<file path="config.mk">
export PLATFORM = sky130hd
export DESIGN_NAME = complex_vector_addsub_sequencer_flat
export DESIGN_NICKNAME = d
export VERILOG_FILES = /design/src/rtl/complex_vector_addsub_sequencer_if.sv /design/src/rtl/complex_vector_addsub_sequencer.sv /design/src/flat_wrapper.sv
export SDC_FILE = /design/constraint.sdc
export NUM_CORES = 1
export LEC_CHECK = 0
export ABC_CLOCK_PERIOD_IN_PS = 2700
export CAP_MARGIN = 30
export CORE_ASPECT_RATIO = 1.4
export CORE_MARGIN = 1
export CORE_UTILIZATION = 25
export DETAILED_ROUTE_END_ITERATION = 16
export GPL_ROUTABILITY_DRIVEN = 0
export HOLD_SLACK_MARGIN = 0.02
export PLACE_DENSITY = 0.57
export SYNTH_ARGS = -nofsm -noshare
export SYNTH_HDL_FRONTEND = slang
export SYNTH_SLANG_ARGS = --single-unit
</file>
<file path="constraint.sdc">
create_clock -name clk -period 2.7 [get_ports clk]
set_clock_uncertainty 0.05 [all_clocks]
set_input_delay 0.54 -clock clk [delete_from_list [all_inputs] [get_ports clk]]
set_output_delay 0.54 -clock clk [all_outputs]
set_load 0.02 [all_outputs]
</file>
<file path="src/rtl/complex_vector_addsub_sequencer_if.sv">
// Bundles the controller, operand/result RAM and add/sub unit signals seen by the sequencer.
// The master modport is the sequencer; the slave modport is everything it talks to.
interface complex_vector_addsub_sequencer_if #(
  parameter int DATA_W = 64,
  parameter int ADDR_W = 8
);
  logic              start;
  logic [ADDR_W:0]   vec_len;
  logic              op;
  logic              busy;
  logic              finish;
  logic              err;
  logic              rd_en;
  logic [ADDR_W-1:0] rd_addr;
  logic [DATA_W-1:0] a_data;
  logic [DATA_W-1:0] b_data;
  logic              unit_start;
  logic              unit_ce;
  logic              unit_op;
  logic [DATA_W-1:0] unit_A;
  logic [DATA_W-1:0] unit_B;
  logic [DATA_W-1:0] unit_result;
  logic              unit_finish;
  logic              wr_en;
  logic [ADDR_W-1:0] wr_addr;
  logic [DATA_W-1:0] wr_data;

  modport master (
    input  start, vec_len, op, a_data, b_data, unit_result, unit_finish,
    output busy, finish, err, rd_en, rd_addr, unit_start, unit_ce, unit_op,
           unit_A, unit_B, wr_en, wr_addr, wr_data
  );

  modport slave (
    output start, vec_len, op, a_data, b_data, unit_result, unit_finish,
    input  busy, finish, err, rd_en, rd_addr, unit_start, unit_ce, unit_op,
           unit_A, unit_B, wr_en, wr_addr, wr_data
  );
endinterface

</file>
<file path="src/rtl/complex_vector_addsub_sequencer.sv">
// Walks a vector job element by element: read operands, start the add/sub unit,
// wait for its finish (with timeout), and write the complex result back.
module complex_vector_addsub_sequencer #(
  parameter int DATA_W  = 64,
  parameter int ADDR_W  = 8,
  parameter int TIMEOUT = 64
) (
  input  logic                            clk,
  input  logic                            rst_n,
  complex_vector_addsub_sequencer_if.master bus
);

  localparam int TW = $clog2(TIMEOUT + 1);
  localparam logic [ADDR_W:0] IDX_ONE = (ADDR_W + 1)'(1);

  typedef enum logic [2:0] {
    S_IDLE,
    S_RD,
    S_LAT,
    S_ISSUE,
    S_WAIT,
    S_WR,
    S_DONE
  } state_e;

  state_e            state_q, state_d;
  logic [ADDR_W:0]   idx_q, idx_d;
  logic [ADDR_W:0]   len_q, len_d;
  logic              op_q, op_d;
  logic              err_q, err_d;
  logic              zfin_q, zfin_d;
  logic [DATA_W-1:0] a_q, a_d;
  logic [DATA_W-1:0] b_q, b_d;
  logic [DATA_W-1:0] res_q, res_d;
  logic [TW-1:0]     timer_q, timer_d;

  always_ff @(posedge clk or negedge rst_n) begin
    if (!rst_n) begin
      state_q <= S_IDLE;
      idx_q   <= '0;
      len_q   <= '0;
      op_q    <= 1'b0;
      err_q   <= 1'b0;
      zfin_q  <= 1'b0;
      a_q     <= '0;
      b_q     <= '0;
      res_q   <= '0;
      timer_q <= '0;
    end else begin
      state_q <= state_d;
      idx_q   <= idx_d;
      len_q   <= len_d;
      op_q    <= op_d;
      err_q   <= err_d;
      zfin_q  <= zfin_d;
      a_q     <= a_d;
      b_q     <= b_d;
      res_q   <= res_d;
      timer_q <= timer_d;
    end
  end

  always_comb begin
    state_d = state_q;
    idx_d   = idx_q;
    len_d   = len_q;
    op_d    = op_q;
    err_d   = err_q;
    zfin_d  = 1'b0;
    a_d     = a_q;
    b_d     = b_q;
    res_d   = res_q;
    timer_d = timer_q;

    case (state_q)
      S_IDLE: begin
        if (bus.start) begin
          err_d = 1'b0;
          // An empty job is acknowledged with a lone finish pulse and never leaves IDLE.
          if (bus.vec_len != '0) begin
            len_d   = bus.vec_len;
            op_d    = bus.op;
            idx_d   = '0;
            state_d = S_RD;
          end else begin
            zfin_d = 1'b1;
          end
        end
      end
      S_RD: begin
        state_d = S_LAT;
      end
      S_LAT: begin
        a_d     = bus.a_data;
        b_d     = bus.b_data;
        state_d = S_ISSUE;
      end
      S_ISSUE: begin
        timer_d = '0;
        state_d = S_WAIT;
      end
      S_WAIT: begin
        if (bus.unit_finish) begin
          res_d   = bus.unit_result;
          state_d = S_WR;
        end else if (timer_q == TW'(TIMEOUT - 1)) begin
          err_d   = 1'b1;
          state_d = S_DONE;
        end else begin
          timer_d = timer_q + 1'b1;
        end
      end
      S_WR: begin
        if (idx_q == len_q - IDX_ONE) begin
          state_d = S_DONE;
        end else begin
          idx_d   = idx_q + IDX_ONE;
          state_d = S_RD;
        end
      end
      S_DONE: begin
        state_d = S_IDLE;
      end
      default: begin
        state_d = S_IDLE;
      end
    endcase
  end

  logic busy_w;
  assign busy_w = (state_q != S_IDLE) && (state_q != S_DONE);

  assign bus.busy       = busy_w;
  assign bus.unit_ce    = busy_w;
  assign bus.finish     = (state_q == S_DONE) || zfin_q;
  assign bus.err        = err_q;
  assign bus.rd_en      = (state_q == S_RD);
  assign bus.rd_addr    = idx_q[ADDR_W-1:0];
  assign bus.unit_start = (state_q == S_ISSUE);
  assign bus.unit_op    = op_q;
  assign bus.unit_A     = a_q;
  assign bus.unit_B     = b_q;
  assign bus.wr_en      = (state_q == S_WR);
  assign bus.wr_addr    = idx_q[ADDR_W-1:0];
  assign bus.wr_data    = res_q;

endmodule

</file>
<file path="src/flat_wrapper.sv">
// flat-port wrapper written by rule: the top's interface ports become plain ports
module complex_vector_addsub_sequencer_flat 
#(
  parameter int DATA_W  = 64,
  parameter int ADDR_W  = 8,
  parameter int TIMEOUT = 64
)
  (clk, rst_n, bus_start, bus_vec_len, bus_op, bus_a_data, bus_b_data, bus_unit_result, bus_unit_finish, bus_busy, bus_finish, bus_err, bus_rd_en, bus_rd_addr, bus_unit_start, bus_unit_ce, bus_unit_op, bus_unit_A, bus_unit_B, bus_wr_en, bus_wr_addr, bus_wr_data);
  complex_vector_addsub_sequencer_if #(.DATA_W(DATA_W), .ADDR_W(ADDR_W)) bus_i ();
  input  logic clk;
  input  logic rst_n;
  input wire logic [$bits(bus_i.start)-1:0] bus_start;
  input wire logic [$bits(bus_i.vec_len)-1:0] bus_vec_len;
  input wire logic [$bits(bus_i.op)-1:0] bus_op;
  input wire logic [$bits(bus_i.a_data)-1:0] bus_a_data;
  input wire logic [$bits(bus_i.b_data)-1:0] bus_b_data;
  input wire logic [$bits(bus_i.unit_result)-1:0] bus_unit_result;
  input wire logic [$bits(bus_i.unit_finish)-1:0] bus_unit_finish;
  output wire logic [$bits(bus_i.busy)-1:0] bus_busy;
  output wire logic [$bits(bus_i.finish)-1:0] bus_finish;
  output wire logic [$bits(bus_i.err)-1:0] bus_err;
  output wire logic [$bits(bus_i.rd_en)-1:0] bus_rd_en;
  output wire logic [$bits(bus_i.rd_addr)-1:0] bus_rd_addr;
  output wire logic [$bits(bus_i.unit_start)-1:0] bus_unit_start;
  output wire logic [$bits(bus_i.unit_ce)-1:0] bus_unit_ce;
  output wire logic [$bits(bus_i.unit_op)-1:0] bus_unit_op;
  output wire logic [$bits(bus_i.unit_A)-1:0] bus_unit_A;
  output wire logic [$bits(bus_i.unit_B)-1:0] bus_unit_B;
  output wire logic [$bits(bus_i.wr_en)-1:0] bus_wr_en;
  output wire logic [$bits(bus_i.wr_addr)-1:0] bus_wr_addr;
  output wire logic [$bits(bus_i.wr_data)-1:0] bus_wr_data;
  assign bus_i.start = bus_start;
  assign bus_i.vec_len = bus_vec_len;
  assign bus_i.op = bus_op;
  assign bus_i.a_data = bus_a_data;
  assign bus_i.b_data = bus_b_data;
  assign bus_i.unit_result = bus_unit_result;
  assign bus_i.unit_finish = bus_unit_finish;
  assign bus_busy = bus_i.busy;
  assign bus_finish = bus_i.finish;
  assign bus_err = bus_i.err;
  assign bus_rd_en = bus_i.rd_en;
  assign bus_rd_addr = bus_i.rd_addr;
  assign bus_unit_start = bus_i.unit_start;
  assign bus_unit_ce = bus_i.unit_ce;
  assign bus_unit_op = bus_i.unit_op;
  assign bus_unit_A = bus_i.unit_A;
  assign bus_unit_B = bus_i.unit_B;
  assign bus_wr_en = bus_i.wr_en;
  assign bus_wr_addr = bus_i.wr_addr;
  assign bus_wr_data = bus_i.wr_data;
  complex_vector_addsub_sequencer #(.DATA_W(DATA_W), .ADDR_W(ADDR_W), .TIMEOUT(TIMEOUT)) u_core (.clk(clk), .rst_n(rst_n), .bus(bus_i));
endmodule
</file>
==> summary.txt <==
Global route
  – Initial antenna violation count: 0
  – Vias in the first global route: 7043
  – First-pass GRT wire length: 40200 um
  – GRT Total Usage: 14.1%
  – Total gr overflow: 0
  – Largest net degree at the start of global routing: 99

Clock tree
  – Clock Latency Late Sink: 0.53 ns
  – Worst-path clk slew: 0.06 ns
  – # H-tree levels: 1
  – Num CTS Buffers: 26
  – Clock tree root driver cell: clkbuf_16
  – CTS Sinks: 223
  – CTS tree: done
  – Clock Path Buffers: 3

Floorplan
  – Row cnt: 81
  – Die area: 0.0368 mm^2
  – Core area: 0.0352 mm^2
  – Die X: 162 um
  – Die Y: 227 um
  – I/O pin cnt: 422
  – Initial cell density of the core: 25.6%

Setup path
  – Reg2Reg Setup Slack: 0.19 ns
  – Crit end category: output pin
  – Crit start category: register
  – Crit Path Category: reg2out
  – CP arrival: 1.94 ns
  – CP required: 2.11 ns
  – Worst-path fanout max: 4

Routing
  – Detail Route Antenna Nets: 0
  – 1st-iter DRT viols: 228
  – Via density per instance: 4.30
  – Avg WL per Cell: 17.6 um
  – Total wire length: 26600 um
  – Detailed Routing Iterations Pass 1: 4
  – DRC errors left: 0
  – Via count: 6516

Power and ir drop
  – Peak VDD IR: 0.651 mV
  – Leak Pwr: 5.93 nW
  – Tot Pwr: 18.6 mW
  – Power Density: 1280 mW/mm^2

Flow run
  – Max Cap Viol: 0

Yosys
  – Warnings from Yosys: 0
  – Synth Area per Inst: 14.5 um^2
  – Post-synth cell types: 46
  – Leading area contributor after synthesis: dfrtp_1
  – Seq cells post-synth: 223
  – Post-synth EDFFs: 0
  – Post-synthesis cell count: 620
  – Main synth FF type: dfrtp_1
  – Post-synthesis sequential area ratio: 62.0%
  – Synth area leaders: dfrtp_1, mux2_2, buf_4, clkbuf_1, nand2_1
  – Post-synth design cell area: 0.00900 mm^2
  – Area share of the largest cell type after synthesis: 62.0%
  – Synthesized Nets: 829
  – Asr flop ratio synth: 100%

Min path
  – Hold Path Class: in2async

Outcome
  – Status: complete, no violations

Timing
  – Slew headroom: 42.7%
  – Final Slew Violations: 0
  – Setup Viol. Count Final: 0
  – Hold slack: 0.410 ns
  – Max Freq: 395 MHz
  – Final Hold Fails: 0
  – RSZ-0062 raised after global routing: no
  – Least-Margin Pin Slew: 0.856 ns
  – Fin crit share: 93.7%
  – Period minus WS final: 2.53 ns

Placement
  – I/O Buffers: 421
  – Post-DP HPWL: 19500 um

Layout
  – Util after Layout: 41.4%
  – Most frequent cells in the layout: clkdlybuf4s50_1, dfrtp_1, mux2_2
  – Most common cell after layout, fill and taps aside: clkdlybuf4s50_1
  – Layout cell share with drive strength beyond 1: 25.3%
  – Area Growth Syn to Fin: 61.9%
  – N_diodes: 0
  – Fin nets: 1248
-- critical path, cell delays in order (launching register included) --
cell	delay (ns)
dfrtp_1	0.38
nor2b_1	0.22
nand2_1	0.10
inv_1	0.09
clkdlybuf4s50_1	0.62
-- report_power, final --
| group | switching, mW | internal, mW | leakage, nW |
|---|---|---|---|
| sequential | 1.00 | 5.00 | 2.65 |
| combinational | 4.28 | 4.93 | 2.86 |
| clock | 1.42 | 1.96 | 0.421 |
| total | 6.69 | 11.9 | 5.93 |
-- synthesized netlist by cell type (7+ instances only) --
| cell type | instances |
|---|---|
| dfrtp_1 | 223 |
| nor3_1 | 8 |
| xnor2_1 | 9 |
| nor2_1 | 15 |
| nand2_1 | 22 |
| xor2_1 | 7 |
| mux2_2 | 199 |
| a31oi_1 | 8 |
| buf_4 | 17 |
| clkbuf_1 | 23 |
-- cell type report --
cell class                 instances  area [um^2]
multi-input combinational        346         3170
sequential                       223         5580
timing repair buffer             436         4410
tap                              456          571
clock buffer                      36          759
fill                            3315        20600
inverter                           6         22.5
clock inverter                    12         63.8
-- worst paths after layout --
kind,endpoint,cells past startpoint,startpoint
setup / recovery,bus_wr_en,4,u_core.state_q[2]
hold / removal,u_core.idx_q[4],2,rst_n
setup reg to reg,u_core.idx_q[3],9,u_core.len_q[0]
hold reg to reg,u_core.bus.err,1,u_core.bus.err
max in group asynchronous,u_core.bus.unit_A[27],3,rst_n
min in group clk,u_core.bus.err,1,u_core.bus.err
-- stage by stage --
| step | area (um^2) | cells | setup TNS [ns] | setup slack [ns] |
|---|---|---|---|---|
| finish | 14600 | 1515 | 0 | 0.170 |
| global route | 14600 | 1515 | 0 | 0.0185 |
| CTS | 14600 | 1515 | 0 | 0.0965 |
| detailed placement | 13700 | 1466 | -0.449 | -0.0673 |
| global placement | 13700 | 1466 | -0.470 | -0.0680 |
| floorplan | 9000 | 620 | 0 | 0.321 |
-- metal layers --
metal  vias to the layer above  share of wire (%)  GRT usage, %
li1                       3007                  -             -
met1                      3203                 36          15.0
met2                       272                 54          26.1
met3                        34                8.3          4.10
met4                         0                2.1          4.66
met5                         -                  0             0
-- cells by family after synthesis --
kind of cell / after synthesis / share of synthesized area, %
flops: 223 / 62.0
compound gates: 39 / 2.89
fa+ha+maj: 3 / 0.417
buf+inv: 51 / 2.93
xor+xnor: 16 / 1.56
simple gates: 86 / 4.99
mux: 202 / 25.2
-- state kept, by name, indices dropped and copies added, names as in the netlist --
signal and flops:
u_core.state_q 3, u_core.zfin_q 1, u_core.len_q 9, u_core.bus.wr_data 64, u_core.bus.err 1, u_core.bus.unit_B 64
u_core.idx_q 9, u_core.bus.unit_A 64, u_core.bus.unit_op 1, u_core.timer_q 7
-- repair_timing --
action / 4_1_cts / 5_1_grt
gates cloned: 0 / 0
endpoints found under the hold margin: 29 / 0
resized for setup: 4 / 1
setup buffers: 0 / 0
pin swaps: 0 / 0
setup endpoints to repair: 3 / 4
hold buffers: 1 / 0
(Power assumes the default switching activity.)
